$ cat src/rtl/motor_bridge_drv.sv
// H-bridge drive for one DC motor: 2-bit command -> IN1/IN2/PWM enable with dead-time and optional
// soft-start duty ramp (MOTOR_BRIDGE_SOFTSTART_EN). Outputs move 2 clk after cmd; no backpressure.
module motor_bridge_drv #(
    parameter int PWM_BITS  = 8,
    parameter int DUTY_MAX  = 200,
    parameter int RAMP_STEP = 4,
    parameter int RAMP_DIV  = 1000,
    parameter int DEAD_CYC  = 500
) (
    input  logic                clk,
    input  logic                rst,
    input  logic [1:0]          cmd,
    output logic                in1,
    output logic                in2,
    output logic                ena,
    output logic                running,
    output logic [PWM_BITS:0]   duty_o
);

    localparam logic [1:0] S_IDLE  = 2'd0;
    localparam logic [1:0] S_RUN   = 2'd1;
    localparam logic [1:0] S_DEAD  = 2'd2;
    localparam logic [1:0] S_BRAKE = 2'd3;

    localparam logic [1:0] C_COAST = 2'd0;
    localparam logic [1:0] C_FWD   = 2'd1;
    localparam logic [1:0] C_REV   = 2'd2;
    localparam logic [1:0] C_BRAKE = 2'd3;

    localparam int DW  = PWM_BITS + 1;
    localparam int DCW = $clog2(DEAD_CYC + 1);

    localparam logic [DW-1:0]  DUTY_MAX_V = DW'(DUTY_MAX);
    localparam logic [DCW-1:0] DEAD_LAST  = DCW'(DEAD_CYC - 1);

`ifdef MOTOR_BRIDGE_SOFTSTART_EN
    localparam logic [DW-1:0] RUN_ENTRY_DUTY = '0;
`else
    localparam logic [DW-1:0] RUN_ENTRY_DUTY = DUTY_MAX_V;
`endif

    logic [1:0]          cmd_q;
    logic [1:0]          state, state_n;
    logic [1:0]          dir, dir_n;
    logic [1:0]          target, target_n;
    logic [DCW-1:0]      dead_cnt, dead_cnt_n;
    logic [DW-1:0]       duty, duty_n, duty_ramped;
    logic [PWM_BITS-1:0] pwm_cnt, pwm_n;

    assign pwm_n = pwm_cnt + 1'b1;

`ifdef MOTOR_BRIDGE_SOFTSTART_EN
    localparam int RCW = $clog2(RAMP_DIV + 1);
    localparam logic [RCW-1:0] RAMP_LAST = RCW'(RAMP_DIV - 1);

    logic [RCW-1:0] ramp_cnt;
    logic [DW:0]    ramp_sum;
    logic           ramp_tick;

    assign ramp_tick = (ramp_cnt == RAMP_LAST);
    assign ramp_sum  = {1'b0, duty} + (DW+1)'(RAMP_STEP);

    // Saturate at DUTY_MAX so a step that does not divide evenly never overshoots.
    always_comb begin
        duty_ramped = duty;
        if (ramp_tick) begin
            if (ramp_sum > (DW+1)'(DUTY_MAX)) duty_ramped = DUTY_MAX_V;
            else                              duty_ramped = ramp_sum[DW-1:0];
        end
    end

    always_ff @(posedge clk or negedge rst) begin
        if (!rst)                                  ramp_cnt <= '0;
        else if (state_n != S_RUN || state != S_RUN) ramp_cnt <= '0;
        else if (ramp_tick)                        ramp_cnt <= '0;
        else                                       ramp_cnt <= ramp_cnt + 1'b1;
    end
`else
    assign duty_ramped = duty;
`endif

    always_comb begin
        state_n    = state;
        dir_n      = dir;
        target_n   = target;
        dead_cnt_n = dead_cnt;
        duty_n     = '0;
        case (state)
            S_IDLE: begin
                if (cmd_q == C_FWD || cmd_q == C_REV) begin
                    state_n = S_RUN;
                    dir_n   = cmd_q;
                    duty_n  = RUN_ENTRY_DUTY;
                end else if (cmd_q == C_BRAKE) begin
                    state_n = S_BRAKE;
                end
            end
            S_RUN: begin
                if (cmd_q == dir) begin
                    duty_n = duty_ramped;
                end else if (cmd_q == C_COAST) begin
                    state_n = S_IDLE;
                end else if (cmd_q == C_BRAKE) begin
                    state_n = S_BRAKE;
                end else begin
                    state_n    = S_DEAD;
                    target_n   = cmd_q;
                    dead_cnt_n = '0;
                end
            end
            S_DEAD: begin
                if (cmd_q == C_COAST) begin
                    state_n = S_IDLE;
                end else if (cmd_q == C_BRAKE) begin
                    state_n = S_BRAKE;
                end else if (cmd_q != target) begin
                    // Direction changed again mid dead-time: the full gap starts over.
                    target_n   = cmd_q;
                    dead_cnt_n = '0;
                end else if (dead_cnt == DEAD_LAST) begin
                    state_n = S_RUN;
                    dir_n   = target;
                    duty_n  = RUN_ENTRY_DUTY;
                end else begin
                    dead_cnt_n = dead_cnt + 1'b1;
                end
            end
            default: begin
                if (cmd_q == C_COAST) begin
                    state_n = S_IDLE;
                end else if (cmd_q == C_FWD || cmd_q == C_REV) begin
                    state_n    = S_DEAD;
                    target_n   = cmd_q;
                    dead_cnt_n = '0;
                end
            end
        endcase
    end

    always_ff @(posedge clk or negedge rst) begin
        if (!rst) begin
            cmd_q    <= C_COAST;
            state    <= S_IDLE;
            dir      <= 2'd0;
            target   <= 2'd0;
            dead_cnt <= '0;
            duty     <= '0;
            pwm_cnt  <= '0;
            in1      <= 1'b0;
            in2      <= 1'b0;
            ena      <= 1'b0;
        end else begin
            cmd_q    <= cmd;
            state    <= state_n;
            dir      <= dir_n;
            target   <= target_n;
            dead_cnt <= dead_cnt_n;
            duty     <= duty_n;
            pwm_cnt  <= pwm_n;
            // Pins are decoded from next-cycle state so they line up with state/duty/pwm_cnt.
            in1      <= (state_n == S_RUN && dir_n == C_FWD) || (state_n == S_BRAKE);
            in2      <= (state_n == S_RUN && dir_n == C_REV) || (state_n == S_BRAKE);
            ena      <= (state_n == S_RUN) ? ({1'b0, pwm_n} < duty_n) : (state_n == S_BRAKE);
        end
    end

    assign running = (state == S_RUN);
    assign duty_o  = duty;

endmodule
$ cat config.mk
export PLATFORM = sky130hd
export DESIGN_NAME = motor_bridge_drv
export DESIGN_NICKNAME = d
export VERILOG_FILES = /design/src/rtl/motor_bridge_drv.sv
export SDC_FILE = /design/constraint.sdc
export NUM_CORES = 1
export LEC_CHECK = 0
export CELL_PAD_IN_SITES_DETAIL_PLACEMENT = 0
export CELL_PAD_IN_SITES_GLOBAL_PLACEMENT = 1
export CORE_MARGIN = 1.5
export CORE_UTILIZATION = 41
export DETAILED_ROUTE_END_ITERATION = 16
export GPL_ROUTABILITY_DRIVEN = 0
export PLACE_DENSITY_LB_ADDON = 0.2
export SETUP_SLACK_MARGIN = 0.4
export SYNTH_ARGS = -nofsm -noshare
export SYNTH_HDL_FRONTEND = slang
export SYNTH_SLANG_ARGS = --single-unit
$ cat constraint.sdc
create_clock -name clk -period 2.4 [get_ports clk]
set_input_delay 0.48 -clock clk [delete_from_list [all_inputs] [get_ports clk]]
set_output_delay 0.48 -clock clk [all_outputs]
set_load 0.02 [all_outputs]
==> qor.yml <==
worst_setup_path_startpoint: "cmd_q[1]"
setup_ws_ns: 0.03719
cts_sinks: 37
power-per-cell-area_nw_per_um2: 939.2
netlist-cell-type-count: 46
use_met3_pct: 3.315
vdd_drop_max_v: 0.0004862
synth_fp_nets: 212
hpwlAfterDp_um: 3388
max_slew.worst_pin.slew_ns: 0.4713
relSlewSlack_pct: 68.58
portBuffers: 16
drt_iter0_markers: 119
synth.avg_cell_area_um2: 10.23
final_cell_mix: "dfrtp_1 (35), buf_4 (24), clkdlybuf4s50_1 (15), inv_1 (13), a21oi_1 (13)"
synth_edf_count: 0
detailedRoute.firstPassIterationCount: 4
fp.coreArea_um2: 4723
numCtsBuffers: 5
postRouteWirelength_um: 4989
hold_path_startpoint: "pwm_cnt[7]"
cts_hold_buffers: 0
power_mw: 2.745
critical_path_required_ns: 2.57
final.min_clock_period_ns: 2.363
antenna-diode-count: 0
htree_levels: 2
async_flop_share_pct: 100.0
design.portCount: 17
unrepaired_setup_endpoints_after_global_routing: "true"
clk_transition_reported_paths_ns: 0.07
fillCellCount: 382
dr_drc_count: 0
wire_length_per_cell_after_detailed_routing_um: 15.69
status: "finished clean"
clk_root_buffer_cell: "clkbuf_8"
final_worst_clock_skew_ns: 0.003691
global_route.usage.met1_pct: 26.17
die_width_um: 73.12
timing.final.max_slew_violations: 0
max-clock-path-buffers: 2
cell_types_with_the_largest_area_share_after_synthesis: "dfrtp_1 (46%), ha_1 (6.8%), a21oi_1 (3.7%)"
via_count_of_the_first_global_routing_pass: 1678
layout_worst_path_cycle_share_pct: 98.45
power.leakage_nw: 1.317
post_synthesis_cells: 197
grt_max_degree: 38
synth.yosys.seq_area_share_pct: 45.93
groute.usage.overall_pct: 19.91
start_util_pct: 42.68
timing.hold.worst.class: "reg -> reg"
synth-warning-count: 0
timing.final.setup_violations: 0
post_synth_instance_area_um2: 2016
maxCapViolations: 0
layout_commonest_cell: "dfrtp_1"
yosys.area.top_type: "dfrtp_1"
std_cell_rows: 25
startpoint_of_the_lowest_slack_register_to_register_path: "cmd_q[1]"
route.vias.total: 1686
drt.antenna.violating_nets: 0
nNetsFinal: 265
critical_path_arrival_ns: 2.54
global_route.usage.met2_pct: 31.92
synth-main-ff-cell: "dfrtp_1"
tritoncts: "yes"
startpoint_type: "flip-flop"
die_h_um: 73.12
grt_overflow_total: 0
clk_latency_ns: 0.29
area_growth_pct: 45.00
critPathMaxFanout: 6
synth_top_area_share_pct: 45.93
utilization_pct: 61.88
critical_path_class: "reg -> reg"
vias_per_cell: 5.302
global_route_wire_length_before_repair_um: 8052
die-area_um2: 5346
dpl_worst_slack_ns: -0.07084
initial_antenna_violation_count: 0
final-hold-violation-count: 0
fmax_mhz: 423.2
multi_input_area_um2: 1282
setup.worst_path.end_class: "flip-flop"
ys_ff_latch: 37
post_route_cells_drive_above_1_share_pct: 38.65
area.sequential_um2: 928.4
grt_busiest_layer: "met2"
==> worst paths after layout <==
check	end	slack, ns	cells past startpoint
min reg2reg	pwm_cnt[7]	0.50	1
min	pwm_cnt[7]	0.50	1
max reg2reg	ena	0.04	11
max in group asynchronous	cmd_q[0]	1.44	2
min in group asynchronous	duty_o[6]	0.61	2
max	ena	0.04	11
==> layout make-up <==
class	instances	share of cell area, %
Clock buffer	6	2.825
Multi-Input combinational cell	140	43.88
Sequential cell	37	31.76
Timing Repair Buffer	50	15.33
Clock inverter	2	1.284
Inverter	16	2.055
Tap cell	67	2.868
==> Yosys cell counts (2+ instances only) <==
master	number
a21oi_1	15
clkbuf_1	2
ha_1	11
nand3_1	12
and2_1	2
and3_1	6
inv_1	14
nor2_1	10
nor2b_1	2
nand2_1	17
xnor2_1	7
dfrtp_1	37
o211ai_2	3
inv_2	2
nand3b_1	2
o31ai_1	2
nand2b_1	5
a21o_1	2
nand4_1	2
mux2_2	2
o211ai_1	2
o21ai_0	12
xor2_2	2
o31ai_2	2
a211oi_1	2
xor2_1	2
==> report_power, final <==
part | leakage, nW | internal (mW) | switching [mW]
Combinational | 0.783 | 0.659 | 0.700
Sequential | 0.477 | 0.724 | 0.100
Clock | 0.0574 | 0.338 | 0.224
==> what timing repair did <==
action / in CTS / in global routing
buffers inserted: 6 / 2
resized for setup: 19 / 43
pin swaps: 11 / 10
hold endpoints to repair: 0 / 0
setup endpoints to repair: 13 / 15
==> layer usage <==
| layer | routed length [µm] | share of wire, % |
|---|---|---|
| met1 | 2235 | 45 |
| met2 | 2546 | 51 |
| met3 | 137 | 2.7 |
| met4 | 70 | 1.4 |
| met5 | 0 | 0 |
==> through the flow <==
| stage | hold WS (ns) | setup TNS [ns] | cells | instance area [µm²] |
|---|---|---|---|---|
| 6_report | 0.4984 | 0 | 318 | 2923 |
| 4_1_cts | 0.5017 | 0 | 316 | 2714 |
| 3_3_place_gp | 0.4719 | 0 | 302 | 2444 |
| 3_5_place_dp | 0.4872 | -0.07084 | 302 | 2444 |
| 5_1_grt | 0.5352 | -0.1394 | 318 | 2923 |
| 2_1_floorplan | 0.1844 | -0.002191 | 197 | 2031 |
==> cells by family after synthesis <==
logic type	share of synthesized area [%]
simple gates	19.12
compound gates	17.19
flops	45.93
buf+inv	4.283
xor+xnor	5.525
fa+ha+maj	6.828
mux	1.117
==> critical path, stage by stage (launching register included) <==
cell,delay [ns]
dfrtp_2,0.45
xor2_2,0.18
nor4_4,0.32
buf_6,0.18
nand2_2,0.09
ha_4,0.27
and3_1,0.13
nand3_1,0.07
a31oi_1,0.17
o211ai_1,0.13
a211oi_2,0.20
nor2_1,0.06
==> state kept, by name, summed over array words and instances (netlist names) <==
register and flops:
dead_cnt 9, duty_o 9, pwm_cnt 8, cmd_q 2, dir 2, state 2, target 2, ena 1
in1 1, in2 1
(Power assumes the default switching activity.)
